===== src/rtl/alu_result_queue.sv =====
// alu_result_queue: valid/ready FIFO that buffers ALU results and flags zero results at capture.
// Define ALU_RQ_STATS_EN to add a saturating carry_cnt output counting pushes with carry set.
module alu_result_queue #(
    parameter int W     = 4,
    parameter int DEPTH = 4
) (
    input  logic                       clk,
    input  logic                       rst,
    input  logic                       in_valid,
    output logic                       in_ready,
    input  logic [W-1:0]               in_result,
    input  logic                       in_carry,
    input  logic [2:0]                 in_sel,
    output logic                       out_valid,
    input  logic                       out_ready,
    output logic [W-1:0]               out_result,
    output logic                       out_carry,
    output logic                       out_zero,
    output logic [2:0]                 out_sel,
    output logic [$clog2(DEPTH):0]     count,
`ifdef ALU_RQ_STATS_EN
    output logic [7:0]                 carry_cnt,
`endif
    output logic                       ovf_err
);
    localparam int AW = $clog2(DEPTH);
    localparam int CW = AW + 1;
    localparam int EW = W + 5;
    localparam logic [CW-1:0] FULL = CW'(DEPTH);

    logic [EW-1:0] r_mem [DEPTH];
    logic [AW-1:0] r_wptr;
    logic [AW-1:0] r_rptr;
    logic [CW-1:0] r_count;
    logic          r_ovf;
    logic          w_push;
    logic          w_pop;

    // Handshake flags come only from registered occupancy, so no ready-to-ready path exists.
    assign in_ready  = r_count != FULL;
    assign out_valid = r_count != '0;
    assign w_push    = in_valid && in_ready;
    assign w_pop     = out_valid && out_ready;
    assign {out_sel, out_zero, out_carry, out_result} = r_mem[r_rptr];
    assign count     = r_count;
    assign ovf_err   = r_ovf;

    always_ff @(posedge clk or posedge rst) begin
        if (rst) begin
            for (int i = 0; i < DEPTH; i++) r_mem[i] <= '0;
            r_wptr  <= '0;
            r_rptr  <= '0;
            r_count <= '0;
            r_ovf   <= 1'b0;
        end else begin
            if (w_push) begin
                r_mem[r_wptr] <= {in_sel, in_result == '0, in_carry, in_result};
                r_wptr        <= r_wptr + 1'b1;
            end
            if (w_pop) r_rptr <= r_rptr + 1'b1;
            r_count <= r_count + CW'(w_push) - CW'(w_pop);
            if (in_valid && !in_ready) r_ovf <= 1'b1;
        end
    end

`ifdef ALU_RQ_STATS_EN
    logic [7:0] r_carry_cnt;
    assign carry_cnt = r_carry_cnt;
    always_ff @(posedge clk or posedge rst) begin
        if (rst) r_carry_cnt <= '0;
        else if (w_push && in_carry && r_carry_cnt != 8'hFF) r_carry_cnt <= r_carry_cnt + 1'b1;
    end
`endif
endmodule


===== config.mk =====
export PLATFORM = sky130hd
export DESIGN_NAME = alu_result_queue
export DESIGN_NICKNAME = d
export VERILOG_FILES = /design/src/rtl/alu_result_queue.sv
export SDC_FILE = /design/constraint.sdc
export NUM_CORES = 1
export LEC_CHECK = 0
export ABC_AREA = 1
export BUFFER_PORTS_ARGS = -buffer_cell sky130_fd_sc_hd__buf_4
export CORE_MARGIN = 10
export CORE_UTILIZATION = 49
export DETAILED_ROUTE_END_ITERATION = 8
export PLACE_DENSITY = 0.75
export SLEW_MARGIN = 10
export SYNTH_ARGS = -nofsm -noshare
export SYNTH_HDL_FRONTEND = slang
export SYNTH_SLANG_ARGS = --single-unit

===== constraint.sdc =====
create_clock -name clk -period 3.39 [get_ports clk]
set_input_delay 0.339 -clock clk [delete_from_list [all_inputs] [get_ports clk]]
set_output_delay 0.339 -clock clk [all_outputs]
set_load 0.005 [all_outputs]

==> metrics.txt, run 1 <==
status finished, final reports clean; synthesized cell area 2190 sq um; Max Buffers Root-to-Sink 2; met1 usage about a fifth; Via density ~5.7; critical path type flop to primary output; Pins Over Slew Limit 0; Synth Area in Compound Gates under 10%; Yosys cell types 24; Reg clk slew, reported paths 0.08 ns; PwrDens 959 nW/um^2; r2r setup slk 1.20 ns; Routed WL per cell ~16 microns; GRT met2 Usage between 20% and 30%; Num CTS Buffers 5; largest family of logic cells by synthesized area simple AND/OR/NAND/NOR gates; Placer Congestion about 0.82; vias in the first global route between 1500 and 2000; Synth Area in Adders under 10%; reg2reg start count[1]$_DFF_PP0_; Final Skew ~0.0022 ns; MaxCap Viol Count 0; initial core utilization between 50 and 60%; DR vias 1860; Static Leak approximately 1.3 nW; Worst Reg-to-Reg Cells 10; most frequent cells in the layout nand2_1 (77), dfrtp_1 (44), nand4_1 (32); Die H a little under 90 microns; Worst Path Max Fanout 20; Routed Wire Length 5290 microns; DP HPWL between 3000 and 4000 microns; met3 Track Usage GR approximately 5.1%; worst slew pin tran between 0.9 and 1 ns; worst min path class primary input to asynchronous set/reset pin; # IOs 27; FF+latch count, synth 44; overall die width 86.8 microns; placement row count 24; Fin Hold WS roughly 0.24 ns; setup TNS 0 ns; CTS tree yes; commonest non-fill, non-tap cell in the layout nand2_1; Setup Buffers After CTS 0; FILL cells 410; final hold violations 0; Synth Area per Inst between 8 and 9 sq um; drt initial violations between 150 and 200; # diodes 0; simple-gate portion of the synthesized area around 29%; xor and xnor area share after synthesis under 10%; fraction of layout cells with a size suffix above 1 15.3%; Worst Path Required about 3.1 ns; FF-to-FF End count[2]$_DFF_PP0_; mux share of post-synthesis cell area 0%; Worst setup EP type primary output; Core ar. 4320 sq um; Post-CTS Hold Buffers 0; DRT Pass-1 Iters 4; RSZ-0062 raised after global routing false; global-route usage over all layers about 15%; Syn Nets approximately 270; Critical Path Start Type flop; Die ar. approximately 7500 sq um; Final nets 293; Area Overhead vs Synth 12.8%; final non-filler cell total 327; WP data arrival slightly below 2 ns; sequential share of the synthesized area 50.3%; post-CTS sizing 0; busiest grt layer met2; Cells after Synth 254; Port Buffer Count 26; CTS Sinks 44; Clock Latency Late Sink around 0.30 ns; crit share post-route between 60% and 70%; placed cell count 319; initial antenna violation count 0; maximum clock frequency ~440 MHz; pin count of the biggest net entering global routing 40; first-pass GRT wire length ~9000 microns; GRT overflow 0; DRC viols 0; VDD IR max 0.592 mV; final setup fails 0; antenna viol nets, final 0; Root Buffer clkbuf_8; Period minus WS final approximately 2.3 ns; worst relative slew slack approximately two fifths; htree depth 2; Ys Warns 0
==> Yosys cell counts <==
master,count,area [sq um]
a21oi_1,1,5.00
and2_0,1,6.26
buf_1,3,11.3
buf_2,6,30.0
buf_4,3,22.5
buf_6,2,22.5
clkbuf_1,2,7.51
dfrtp_1,44,1100
fa_1,1,20.0
ha_1,6,75.1
inv_1,10,37.5
inv_2,1,3.75
nand2_1,77,289
nand2_2,1,6.26
nand3_1,4,20.0
nand3_2,4,40.0
nand4_1,32,200
nor2_1,20,75.1
nor2_2,1,6.26
o21ai_0,20,100
o21bai_1,1,7.51
o22ai_1,9,56.3
xnor2_1,3,26.3
xor2_1,2,17.5
==> per-stage QoR <==
step	total power, W	instance area (sq um)	worst slack [ns]	utilization (%)
final	0.00237	2470	1.11	57.0
after detailed placement	0.00205	2380	1.20	54.9
after global placement	0.00201	2380	1.25	54.9
after floorplan	0.00164	2190	1.47	-
after CTS	0.00239	2470	1.10	57.0
after global routing	0.00260	2470	0.917	57.0
==> report_power, final <==
group | switching [W] | internal (W)
clock | 0.000174 | 0.000166
combinational | 0.000603 | 0.000461
sequential | 0.000199 | 0.000762
==> area by class of cell <==
class	count	area (sq um)	area share, %
Tap cell	52	65.1	2.64
Sequential cell	44	1100	44.6
Timing Repair Buffer	29	218	8.83
Inverter	11	41.3	1.67
Multi-Input combinational cell	183	951	38.6
Clock buffer	8	90.1	3.65
==> worst max path at each step <==
stage / start / to / slack, ns
detailed placement: count[1]$_DFF_PP0_ / count[2]$_DFF_PP0_ / 1.20
global placement: count[1]$_DFF_PP0_ / count[1]$_DFF_PP0_ / 1.25
global route: r_rptr[0]$_DFFE_PP0P_ / out_sel[0] / 0.92
CTS: r_rptr[0]$_DFFE_PP0P_ / out_sel[0] / 1.10
floorplan: count[1]$_DFF_PP0_ / count[2]$_DFF_PP0_ / 1.47
finish: r_rptr[0]$_DFFE_PP0P_ / out_sel[0] / 1.11
==> sequential cells by signal, indices dropped and copies added (netlist names) <==
name	flops
r_wptr	2
ovf_err	1
r_rptr	2
r_mem	36
count	3
==> routing by layer <==
layer	share of wire, %	wire length [microns]
met5	0	0
met1	43	2270
met2	48	2540
met3	7.7	407
met4	1.3	67
==> worst max-delay path: stages (launching register included) <==
cell and delay, ns:
dfrtp_1 0.79, inv_2 0.32, o21ai_0 0.28, o22ai_1 0.10
buf_4 0.14
==> cell families (layout without fill, tap and decap cells) <==
group / Yosys count / count (layout)
xor+xnor: 5 / 5
simple gates: 140 / 140
compound gates: 31 / 31
flops: 44 / 44
fa+ha+maj: 7 / 7
buf+inv: 27 / 48
Power figures use the tool's default switching activity.
==> inputs of run 2 (changes only) <==
- clock period: 3.39 -> 2.4 ns (I/O delays scaled with it)
==> run 2 against run 1 <==
  * Sequential power increased by 36%
  * Sequential share of layout area decreased by 0.40 points
  * Global-route usage increased by 0.27 points
  * Via count down 1.6%
  * Wire length increased by 2.1%
  * Clock power increased by 41%
  * Clock-buffer cell count is the same
  * Power rose by 43%
  * Final cell count is 0.92% higher
  * Die area unchanged
  * Final area increased by 0.91%
  * Clock skew about the same
==> metrics.txt, run 2 (same netlist as run 1, synthesis figures left out) <==
status finished, final reports clean; Final nets 296 (+1.0%); initial core utilization 50.6% (unchanged); DP Area 2400 sq um (+0.95%); GRT overflow 0 (unchanged); critical path type flop to flop; placement row count 24 (unchanged); Root Buffer clkbuf_8; # diodes 0 (unchanged); RSZ-0062 raised after global routing false; Die ar. 7540 sq um (unchanged); CP most frequent cell inv_1; Critical Path Max Stage Delay 0.45 ns (-0.34 ns); DR vias 1831 (-1.6%); final setup margin 0.352 ns (-0.762 ns); Worst Path Required 2.62 ns (-0.43 ns); htree depth 2 (unchanged); global-route usage over all layers 15.4% (+0.27 points); Pins Over Slew Limit 0 (unchanged); most frequent cells in the layout nand2_1 (77), dfrtp_1 (44), nand4_1 (32), buf_4 (32); setup TNS 0 ns (unchanged); Worst setup EP type flop; Core ar. 4320 sq um (unchanged); # IOs 27 (unchanged); crit share post-route 85.3%; Die H 86.8 microns (unchanged); Worst Path Max Fanout 4 (-80%); dpl ws 0.384 ns (-0.815 ns); Crit path max-delay family adder cells; Port Buffer Count 26 (unchanged); post-CTS sizing 0 (unchanged); Max Buffers Root-to-Sink 2 (unchanged); Routed Wire Length 5400 microns (+2.1%); final instance area 2490 sq um (+0.91%); Largest Register r_mem; Setup Buffers After CTS 0 (unchanged); MaxCap Viol Count 0 (unchanged); CTS tree yes; DRT Pass-1 Iters 4 (unchanged); fraction of layout cells with a size suffix above 1 16.2% (+0.91 points); worst slew pin tran 0.570 ns (-0.358 ns); final setup fails 0 (unchanged); critical path, cell by cell nor2_2 > nand2_1 > nand2_1 > inv_1 > ha_1 > inv_1 > ha_1 > inv_1 > fa_1 > xnor2_1; overall die width 86.8 microns (unchanged); antenna viol nets, final 0 (unchanged); Slowest-stage cell, CP dfrtp_1; PwrDens 1360 nW/um^2 (+42%); commonest non-fill, non-tap cell in the layout nand2_1; crit path buf inv count 3 (+1); Final Skew 0.00236 ns (+0.000112 ns); pin count of the biggest net entering global routing 45 (+13%); worst relative slew slack 62.0% (+24 points); CTS Sinks 44 (unchanged); Period minus WS final between 2 and 2.5 ns; maximum clock frequency a little under 500 MHz; Via density 5.55 (-2.5%); worst min path class primary input to asynchronous set/reset pin; first-pass GRT wire length 9290 microns (+2.7%); drt initial violations 242 (+26%); Finished Core Util 57.6% (+0.52 points); Fin Hold WS 0.0793 ns (-0.164 ns); VDD IR max 0.850 mV (+44%); initial antenna violation count 0 (unchanged); DP HPWL 3380 microns (-4.0%); final hold violations 0 (unchanged); Area Overhead vs Synth 13.8%; Routed WL per cell 16.4 microns (+1.2%); vias in the first global route 1843 (+1.5%); Post-CTS Hold Buffers 0 (unchanged); Reg clk slew, reported paths 0.08 ns (about the same); Static Leak 1.27 nW (+1.2%); Critical Path Start Type flop; Clock Latency Late Sink 0.30 ns (about the same); max FFs per register 36 (unchanged); WP data arrival 2.27 ns (+0.33 ns); Num CTS Buffers 5 (unchanged); DRC viols 0 (unchanged); Placer Congestion 0.804 (-2.1%)
-- run 2: worst paths after layout --
kind / startpoint / slack [ns] / depth (start not counted) / endpoint
setup / recovery: count[1]$_DFF_PP0_ / 0.35 / 10 / count[2]$_DFF_PP0_
hold / removal: rst / 0.08 / 3 / r_mem[25]$_DFFE_PP0P_
setup reg to reg: count[1]$_DFF_PP0_ / 0.35 / 10 / count[2]$_DFF_PP0_
hold reg to reg: r_mem[20]$_DFFE_PP0P_ / 0.47 / 2 / r_mem[20]$_DFFE_PP0P_
max in group asynchronous: rst / 1.92 / 3 / r_mem[30]$_DFFE_PP0P_
min in group clk: in_valid / 0.22 / 3 / r_wptr[0]$_DFFE_PP0P_
-- run 2: final cells by class --
class                      instances  area [sq um]
sequential                        44          1100
timing repair buffer              32           240
tap                               52          65.1
fill                             417          1840
multi-input combinational        183           951
clock buffer                       8          90.1
inverter                          11          41.3
-- run 2: per-stage QoR --
step                      power (W)  cells
after floorplan             0.00232    254
after global placement      0.00289    322
after detailed placement    0.00293    322
after CTS                   0.00342    330
after global routing        0.00374    330
final                       0.00339    330
-- run 2: worst min-delay path, cell delays in order --
cell and delay, ns:
buf_4 0.11, inv_1 0.04, buf_4 0.46
-- run 2: power by group --
group	switching, W	internal [W]
clock	0.000244	0.000235
combinational	0.000926	0.000680
sequential	0.000230	0.00108
-- run 2: per-layer routing --
layer / vias up / wire [microns] / global-route usage (%)
met5: - / 0 / 0
li1: 901 / - / -
met4: 0 / 64 / 5.89
met3: 6 / 376 / 4.41
met1: 871 / 2350 / 20.6
met2: 53 / 2610 / 22.8
